## src/rtl/alu_control_unit_if.sv

```systemverilog
// Instruction, ALU and debug signals of the ALU issue/writeback controller.
// The zero_flag signal exists only when ALU_CTRL_ZERO_FLAG_EN is defined.
interface alu_control_unit_if #(
    parameter int DATA_W     = 18,
    parameter int REG_ADDR_W = 4
);
    logic                  instr_valid;
    logic [DATA_W-1:0]     instr;
    logic                  instr_ready;
    logic                  busy;
    logic [DATA_W-1:0]     alu_operand1;
    logic [DATA_W-1:0]     alu_operand2;
    logic [1:0]            alu_select;
    logic                  alu_enable;
    logic [DATA_W-1:0]     alu_result;
    logic                  done;
    logic                  illegal_op;
    logic [REG_ADDR_W-1:0] dbg_addr;
    logic [DATA_W-1:0]     dbg_data;
`ifdef ALU_CTRL_ZERO_FLAG_EN
    logic                  zero_flag;
`endif

    // Instruction source / ALU / debug side
    modport master (
        output instr_valid, instr, alu_result, dbg_addr,
        input  instr_ready, busy, alu_operand1, alu_operand2, alu_select,
               alu_enable, done, illegal_op, dbg_data
`ifdef ALU_CTRL_ZERO_FLAG_EN
        , input zero_flag
`endif
    );

    // Controller side
    modport slave (
        input  instr_valid, instr, alu_result, dbg_addr,
        output instr_ready, busy, alu_operand1, alu_operand2, alu_select,
               alu_enable, done, illegal_op, dbg_data
`ifdef ALU_CTRL_ZERO_FLAG_EN
        , output zero_flag
`endif
    );
endinterface

```

## src/rtl/alu_control_unit.sv

```systemverilog
// Issue/writeback controller for an 18-bit registered ALU with a 16x18 register file.
// Optional zero_flag output enabled by defining ALU_CTRL_ZERO_FLAG_EN.
module alu_control_unit #(
    parameter int DATA_W     = 18,
    parameter int REG_ADDR_W = 4
) (
    input  logic clk,
    input  logic reset,
    alu_control_unit_if.slave bus
);
    localparam int NUM_REGS = 1 << REG_ADDR_W;

    typedef enum logic [1:0] {IDLE, ISSUE, WB} state_t;

    state_t                 state_reg, state_next;
    logic [REG_ADDR_W-1:0]  dest_reg;
    logic [DATA_W-1:0]      op1_reg, op2_reg;
    logic [1:0]             sel_reg;
    logic                   illegal_reg;
    logic [DATA_W-1:0]      rf_reg [NUM_REGS];
    logic [NUM_REGS-1:0]    wr_sel;

    logic                   instr_ready_c, busy_c, alu_enable_c, done_c;

    // Fields of the offered instruction
    logic [3:0]             in_opcode;
    logic [REG_ADDR_W-1:0]  in_dest, in_src1, in_src2;
    logic [DATA_W-1:0]      in_imm;
    logic                   accept;

    assign in_opcode = bus.instr[17:14];
    assign in_dest   = bus.instr[13:10];
    assign in_src1   = bus.instr[9:6];
    assign in_src2   = bus.instr[5:2];
    assign in_imm    = {{(DATA_W-6){1'b0}}, bus.instr[5:0]};
    assign accept    = bus.instr_valid && (state_reg == IDLE);

    always_ff @(posedge clk or posedge reset) begin
        if (reset) begin
            state_reg <= IDLE;
        end else begin
            state_reg <= state_next;
        end
    end

    always_comb begin
        state_next    = state_reg;
        instr_ready_c = 1'b0;
        busy_c        = 1'b1;
        alu_enable_c  = 1'b0;
        done_c        = 1'b0;
        case (state_reg)
            IDLE: begin
                instr_ready_c = 1'b1;
                busy_c        = 1'b0;
                // Illegal opcodes are consumed without leaving IDLE
                if (bus.instr_valid && !in_opcode[3]) begin
                    state_next = ISSUE;
                end
            end
            ISSUE: begin
                alu_enable_c = 1'b1;
                state_next   = WB;
            end
            WB: begin
                done_c     = 1'b1;
                state_next = IDLE;
            end
            default: begin
                state_next = IDLE;
            end
        endcase
    end

    // Operands are captured at accept; the register file cannot change until the
    // following writeback, so these match what ISSUE would read and then hold.
    always_ff @(posedge clk or posedge reset) begin
        if (reset) begin
            dest_reg    <= '0;
            op1_reg     <= '0;
            op2_reg     <= '0;
            sel_reg     <= '0;
            illegal_reg <= 1'b0;
        end else if (accept) begin
            if (in_opcode[3]) begin
                illegal_reg <= 1'b1;
            end else begin
                dest_reg <= in_dest;
                op1_reg  <= rf_reg[in_src1];
                op2_reg  <= in_opcode[2] ? in_imm : rf_reg[in_src2];
                sel_reg  <= in_opcode[1:0];
            end
        end
    end

    // Register 0 never gets a write strobe, so it stays at its reset value of 0
    generate
        for (genvar gi = 0; gi < NUM_REGS; gi++) begin : g_wr_sel
            if (gi == 0) begin : g_zero
                assign wr_sel[gi] = 1'b0;
            end else begin : g_reg
                assign wr_sel[gi] = (state_reg == WB) && (dest_reg == REG_ADDR_W'(gi));
            end
        end
    endgenerate

    always_ff @(posedge clk or posedge reset) begin
        if (reset) begin
            for (int i = 0; i < NUM_REGS; i++) begin
                rf_reg[i] <= '0;
            end
        end else begin
            for (int i = 0; i < NUM_REGS; i++) begin
                if (wr_sel[i]) begin
                    rf_reg[i] <= bus.alu_result;
                end
            end
        end
    end

`ifdef ALU_CTRL_ZERO_FLAG_EN
    logic zero_flag_reg;

    // Reflects the raw ALU result, even when the write to r0 is dropped
    always_ff @(posedge clk or posedge reset) begin
        if (reset) begin
            zero_flag_reg <= 1'b0;
        end else if (state_reg == WB) begin
            zero_flag_reg <= (bus.alu_result == '0);
        end
    end

    assign bus.zero_flag = zero_flag_reg;
`endif

    assign bus.instr_ready  = instr_ready_c;
    assign bus.busy         = busy_c;
    assign bus.alu_enable   = alu_enable_c;
    assign bus.done         = done_c;
    assign bus.alu_operand1 = op1_reg;
    assign bus.alu_operand2 = op2_reg;
    assign bus.alu_select   = sel_reg;
    assign bus.illegal_op   = illegal_reg;
    assign bus.dbg_data     = rf_reg[bus.dbg_addr];

endmodule

```

## src/flat_wrapper.sv

```systemverilog
// flat-port wrapper written by rule: the top's interface ports become plain ports
module alu_control_unit_flat 
#(
    parameter int DATA_W     = 18,
    parameter int REG_ADDR_W = 4
)
  (clk, reset, bus_instr_valid, bus_instr, bus_alu_result, bus_dbg_addr, bus_instr_ready, bus_busy, bus_alu_operand1, bus_alu_operand2, bus_alu_select, bus_alu_enable, bus_done, bus_illegal_op, bus_dbg_data);
  alu_control_unit_if #(.DATA_W(DATA_W), .REG_ADDR_W(REG_ADDR_W)) bus_i ();
  input  logic clk;
  input  logic reset;
  input wire logic [$bits(bus_i.instr_valid)-1:0] bus_instr_valid;
  input wire logic [$bits(bus_i.instr)-1:0] bus_instr;
  input wire logic [$bits(bus_i.alu_result)-1:0] bus_alu_result;
  input wire logic [$bits(bus_i.dbg_addr)-1:0] bus_dbg_addr;
  output wire logic [$bits(bus_i.instr_ready)-1:0] bus_instr_ready;
  output wire logic [$bits(bus_i.busy)-1:0] bus_busy;
  output wire logic [$bits(bus_i.alu_operand1)-1:0] bus_alu_operand1;
  output wire logic [$bits(bus_i.alu_operand2)-1:0] bus_alu_operand2;
  output wire logic [$bits(bus_i.alu_select)-1:0] bus_alu_select;
  output wire logic [$bits(bus_i.alu_enable)-1:0] bus_alu_enable;
  output wire logic [$bits(bus_i.done)-1:0] bus_done;
  output wire logic [$bits(bus_i.illegal_op)-1:0] bus_illegal_op;
  output wire logic [$bits(bus_i.dbg_data)-1:0] bus_dbg_data;
  assign bus_i.instr_valid = bus_instr_valid;
  assign bus_i.instr = bus_instr;
  assign bus_i.alu_result = bus_alu_result;
  assign bus_i.dbg_addr = bus_dbg_addr;
  assign bus_instr_ready = bus_i.instr_ready;
  assign bus_busy = bus_i.busy;
  assign bus_alu_operand1 = bus_i.alu_operand1;
  assign bus_alu_operand2 = bus_i.alu_operand2;
  assign bus_alu_select = bus_i.alu_select;
  assign bus_alu_enable = bus_i.alu_enable;
  assign bus_done = bus_i.done;
  assign bus_illegal_op = bus_i.illegal_op;
  assign bus_dbg_data = bus_i.dbg_data;
  alu_control_unit #(.DATA_W(DATA_W), .REG_ADDR_W(REG_ADDR_W)) u_core (.clk(clk), .reset(reset), .bus(bus_i));
endmodule
```

## config.mk

```make
export PLATFORM = sky130hd
export DESIGN_NAME = alu_control_unit_flat
export DESIGN_NICKNAME = d
export VERILOG_FILES = /design/src/rtl/alu_control_unit_if.sv /design/src/rtl/alu_control_unit.sv /design/src/flat_wrapper.sv
export SDC_FILE = /design/constraint.sdc
export NUM_CORES = 1
export LEC_CHECK = 0
export BUFFER_PORTS_ARGS = -buffer_cell sky130_fd_sc_hd__buf_4
export CORE_MARGIN = 2
export CORE_UTILIZATION = 60
export DETAILED_ROUTE_END_ITERATION = 7
export GPL_ROUTABILITY_DRIVEN = 0
export PLACE_DENSITY = 0.79
export SLEW_MARGIN = 30
export SYNTH_ARGS = -nofsm -noshare
export SYNTH_HDL_FRONTEND = slang
export SYNTH_SLANG_ARGS = --single-unit
```

## constraint.sdc

```tcl
create_clock -name clk -period 12.68 [get_ports clk]
set_input_delay 0.634 -clock clk [delete_from_list [all_inputs] [get_ports clk]]
set_output_delay 0.634 -clock clk [all_outputs]
set_load 0.01 [all_outputs]
```

==> metrics.txt <==
# TYPE chip_impl_metric gauge
chip_impl_metric{name="final_net_count",unit=""} 1423
chip_impl_metric{name="post_cts_buffers",unit=""} 0
chip_impl_metric{name="vias",unit=""} 13200
chip_impl_metric{name="gr-usage-met3",unit="%"} 8.21
chip_impl_metric{name="ctsResizeCount",unit=""} 0
chip_impl_metric{name="worst_slew_pin_slew",unit="ns"} 0.978
chip_impl_metric{name="postLayoutSetupSlackWorst",unit="ns"} 9.10
chip_impl_metric{name="clkTransAtPathRegs",unit="ns"} 0.06
chip_impl_metric{name="post-route-period-util",unit="%"} 28.3
chip_impl_metric{name="worst_skew_pair.late_latency",unit="ns"} 0.52
chip_impl_info{name="cts_root_buf",value="clkbuf_16"} 1
chip_impl_info{name="hp-class",value="input port to asynchronous set/reset pin"} 1
chip_impl_metric{name="p_leak",unit="uW"} 0.00878
chip_impl_info{name="critPathCaptureType",value="output port"} 1
chip_impl_metric{name="final_max_slew_viol_count",unit=""} 0
chip_impl_metric{name="post-place-cells",unit=""} 1739
chip_impl_info{name="critical_path_class",value="input port to output port"} 1
chip_impl_metric{name="die_width",unit="um"} 179
chip_impl_metric{name="synth_cell_type_count",unit=""} 45
chip_impl_metric{name="synth_area_per_cell",unit="um^2"} 13.7
chip_impl_metric{name="synth_nets",unit=""} 1385
chip_impl_info{name="grt_setup_unrepaired",value="false"} 1
chip_impl_metric{name="port_buffers",unit=""} 103
chip_impl_metric{name="cellPowerDensity",unit="nW/um^2"} 178
chip_impl_metric{name="yosys_register_bits",unit=""} 315
chip_impl_metric{name="first_pass_iters",unit=""} 5
chip_impl_info{name="synthFlopType",value="dfrtp_1"} 1
chip_impl_metric{name="post_drt_antenna_nets",unit=""} 0
chip_impl_info{name="critical_path_startpoint",value="bus_dbg_addr[0]"} 1
chip_impl_metric{name="initial_core_util",unit="%"} 60.6
chip_impl_metric{name="timing.fmax",unit="MHz"} 279
chip_impl_info{name="outcome",value="completed"} 1
chip_impl_metric{name="synth_cells",unit=""} 1342
chip_impl_metric{name="post-route-min-period",unit="ns"} 3.58
chip_impl_metric{name="die_area",unit="um^2"} 32100
chip_impl_info{name="tritoncts_clock_tree",value="done"} 1
chip_impl_metric{name="ys_warn_count",unit=""} 0
chip_impl_metric{name="first_global_vias",unit=""} 13100
chip_impl_metric{name="ir_worst_vdd",unit="V"} 0.0000951
chip_impl_info{name="timing.critical_path.from_type",value="input port"} 1
chip_impl_metric{name="timing.critical_path.required",unit="ns"} 12.05
chip_impl_metric{name="cts.htree.levels",unit=""} 2
chip_impl_metric{name="grt_max_degree",unit=""} 99
chip_impl_metric{name="groute.usage.overall",unit="%"} 34.6
chip_impl_metric{name="number_of_flops_mapped_to_enable_cells_by_yosys",unit=""} 0
chip_impl_metric{name="fin_skew",unit="ns"} 0.0166
chip_impl_metric{name="cp_data_arrival_time",unit="ns"} 2.95
chip_impl_info{name="rr_startpoint",value="u_core.state_reg[0]$_DFFE_PP0P_"} 1
chip_impl_metric{name="maxCapViolCount",unit=""} 0
chip_impl_metric{name="syn2layout_area_growth",unit="%"} 11.5
chip_impl_metric{name="via_per_inst",unit=""} 7.32
chip_impl_metric{name="wl_per_cell",unit="um"} 30.2
chip_impl_metric{name="placementRows",unit=""} 64
chip_impl_metric{name="gr_met1_demand_resource",unit="%"} 46.4
chip_impl_metric{name="cp_max_fo",unit=""} 51
chip_impl_metric{name="cts_hold_buffers",unit=""} 0
chip_impl_metric{name="grt_overflow",unit=""} 0
chip_impl_metric{name="synth_sequential_area_ratio",unit="%"} 42.9
chip_impl_metric{name="relSlewSlack",unit="%"} 34.8
chip_impl_metric{name="tritoncts_num_sinks",unit=""} 315
chip_impl_metric{name="r2r_setup_slack",unit="ns"} 9.59
chip_impl_metric{name="final_core_util",unit="%"} 67.5
chip_impl_metric{name="synthesis.area",unit="um^2"} 18400
chip_impl_metric{name="numCtsBuffers",unit=""} 35
chip_impl_metric{name="drtIter0Drc",unit=""} 1431
chip_impl_metric{name="die_height",unit="um"} 179
chip_impl_metric{name="first_pass_grt_wire_length",unit="mm"} 81.9
chip_impl_metric{name="layout.cells.non_filler",unit=""} 1800
chip_impl_metric{name="pre_cts_slack",unit="ns"} 8.90
chip_impl_metric{name="place_hpwl",unit="mm"} 32.9
chip_impl_metric{name="async_set_or_reset_flop_fraction_in_the_synthesized_netlist",unit="%"} 100
chip_impl_metric{name="largest_register_ffs",unit=""} 270
chip_impl_metric{name="post-layout-total-power",unit="uW"} 3640
chip_impl_info{name="busiest_layer",value="met2"} 1
chip_impl_metric{name="drive_gt1_share",unit="%"} 50.1
chip_impl_metric{name="ios",unit=""} 104
chip_impl_metric{name="fp.coreArea",unit="um^2"} 30300
chip_impl_metric{name="routed_wirelength",unit="mm"} 54.3
chip_impl_metric{name="fin_setup_tns",unit="ns"} 0
chip_impl_metric{name="grt_antenna_before_repair",unit=""} 2
chip_impl_metric{name="drc",unit=""} 0
chip_impl_metric{name="final-setup-viol-count",unit=""} 0
chip_impl_metric{name="cts_buffer_depth",unit=""} 3
chip_impl_metric{name="gr-usage-met2",unit="%"} 54.6
chip_impl_metric{name="hold_viol_final",unit=""} 0
## synthesized netlist by cell type (all sizes together) (11+ instances only)
library cell  instances  area (um^2)
nor2                 41          156
o22ai                16          100
mux2i                51          510
a211o                12          105
clkbuf               61          229
buf                  69          372
mux2                341         3840
mux4                148         3330
nand2b               33          206
a221o                20          200
nor2b                11         68.8
dfrtp               315         7880
nor3                 20          100
o41ai                12          105
nand2                60          225
a221oi               32          343
a21oi                54          270
## power by group
group | internal (uW) | switching, uW
sequential | 1290 | 307
clock | 623 | 407
combinational | 633 | 380
## metal layers
metal	vias to the layer above	share of wire, %
met2	779	48
met4	0	4.5
met1	6917	37
li1	5303	-
met3	183	10
met5	-	0
## layout make-up
type | instances | area, um^2
Multi-Input combinational cell | 888 | 9900
Fill cell | 2090 | 9850
Sequential cell | 315 | 7880
Clock buffer | 53 | 1080
Timing Repair Buffer | 131 | 1020
Tap cell | 396 | 495
Clock inverter | 6 | 80.1
Inverter | 9 | 41.3
Antenna cell | 2 | 5.00
## metrics by stage
| step | hold slack, ns | instance area (um^2) |
|---|---|---|
| after global placement | 0.453 | 19300 |
| after CTS | 0.254 | 20500 |
| after detailed placement | 0.461 | 19300 |
| after floorplan | 0.463 | 18400 |
| after global routing | 0.270 | 20500 |
| final | 0.213 | 20500 |
## cell usage in the layout (no fill, tap or decap), drive strengths merged, types with 3 or more instances in the layout
| cell | netlist | final |
|---|---|---|
| a221o | 20 | 20 |
| dfrtp | 315 | 315 |
| clkinv | 0 | 4 |
| a221oi | 32 | 32 |
| a211o | 12 | 12 |
| mux2 | 341 | 341 |
| nor2b | 11 | 11 |
| nand2 | 60 | 60 |
| mux4 | 148 | 148 |
| o22ai | 16 | 16 |
| nor3 | 20 | 20 |
| inv | 9 | 9 |
| clkbuf | 61 | 53 |
| nor2 | 41 | 41 |
| or2 | 3 | 3 |
| o41ai | 12 | 12 |
| o2111ai | 4 | 4 |
| mux2i | 51 | 51 |
| nor3b | 4 | 4 |
| nand3 | 3 | 3 |
| a21oi | 54 | 54 |
| buf | 69 | 131 |
| nand2b | 33 | 33 |
## final timing paths
path	to	cells past startpoint
worst max-delay path	bus_dbg_data[5]	6
worst min-delay path	u_core.rf_reg[15]$_DFFE_PP0P_	2
worst max register to register	u_core.bus.alu_operand2[5]$_DFFE_PP0P_	7
worst min register to register	u_core.bus.alu_select[0]$_DFFE_PP0P_	2
max in group asynchronous	u_core.rf_reg[9]$_DFFE_PP0P_	5
min in group clk	u_core.dest_reg[3]$_DFFE_PP0P_	3
## critical path, cell delays in order
cell and delay [ns]:
buf_4 0.38, buf_6 0.63, mux4_2 0.59, mux2i_1 0.30, a21oi_1 0.16, buf_4 0.20
## logic make-up (layout without fill, tap and decap cells)
| group | Yosys count | after routing | share of synthesized area, % |
|---|---|---|---|
| and+or+nand+nor | 184 | 184 | 4.94 |
| other | 0 | 2 | 0 |
| DFF | 315 | 315 | 42.9 |
| AOI/OAI and AO/OA | 164 | 164 | 6.92 |
| muxes | 540 | 540 | 41.8 |
| buffers and inverters | 139 | 199 | 3.45 |
No activity file was read; power rests on OpenSTA's default activity.
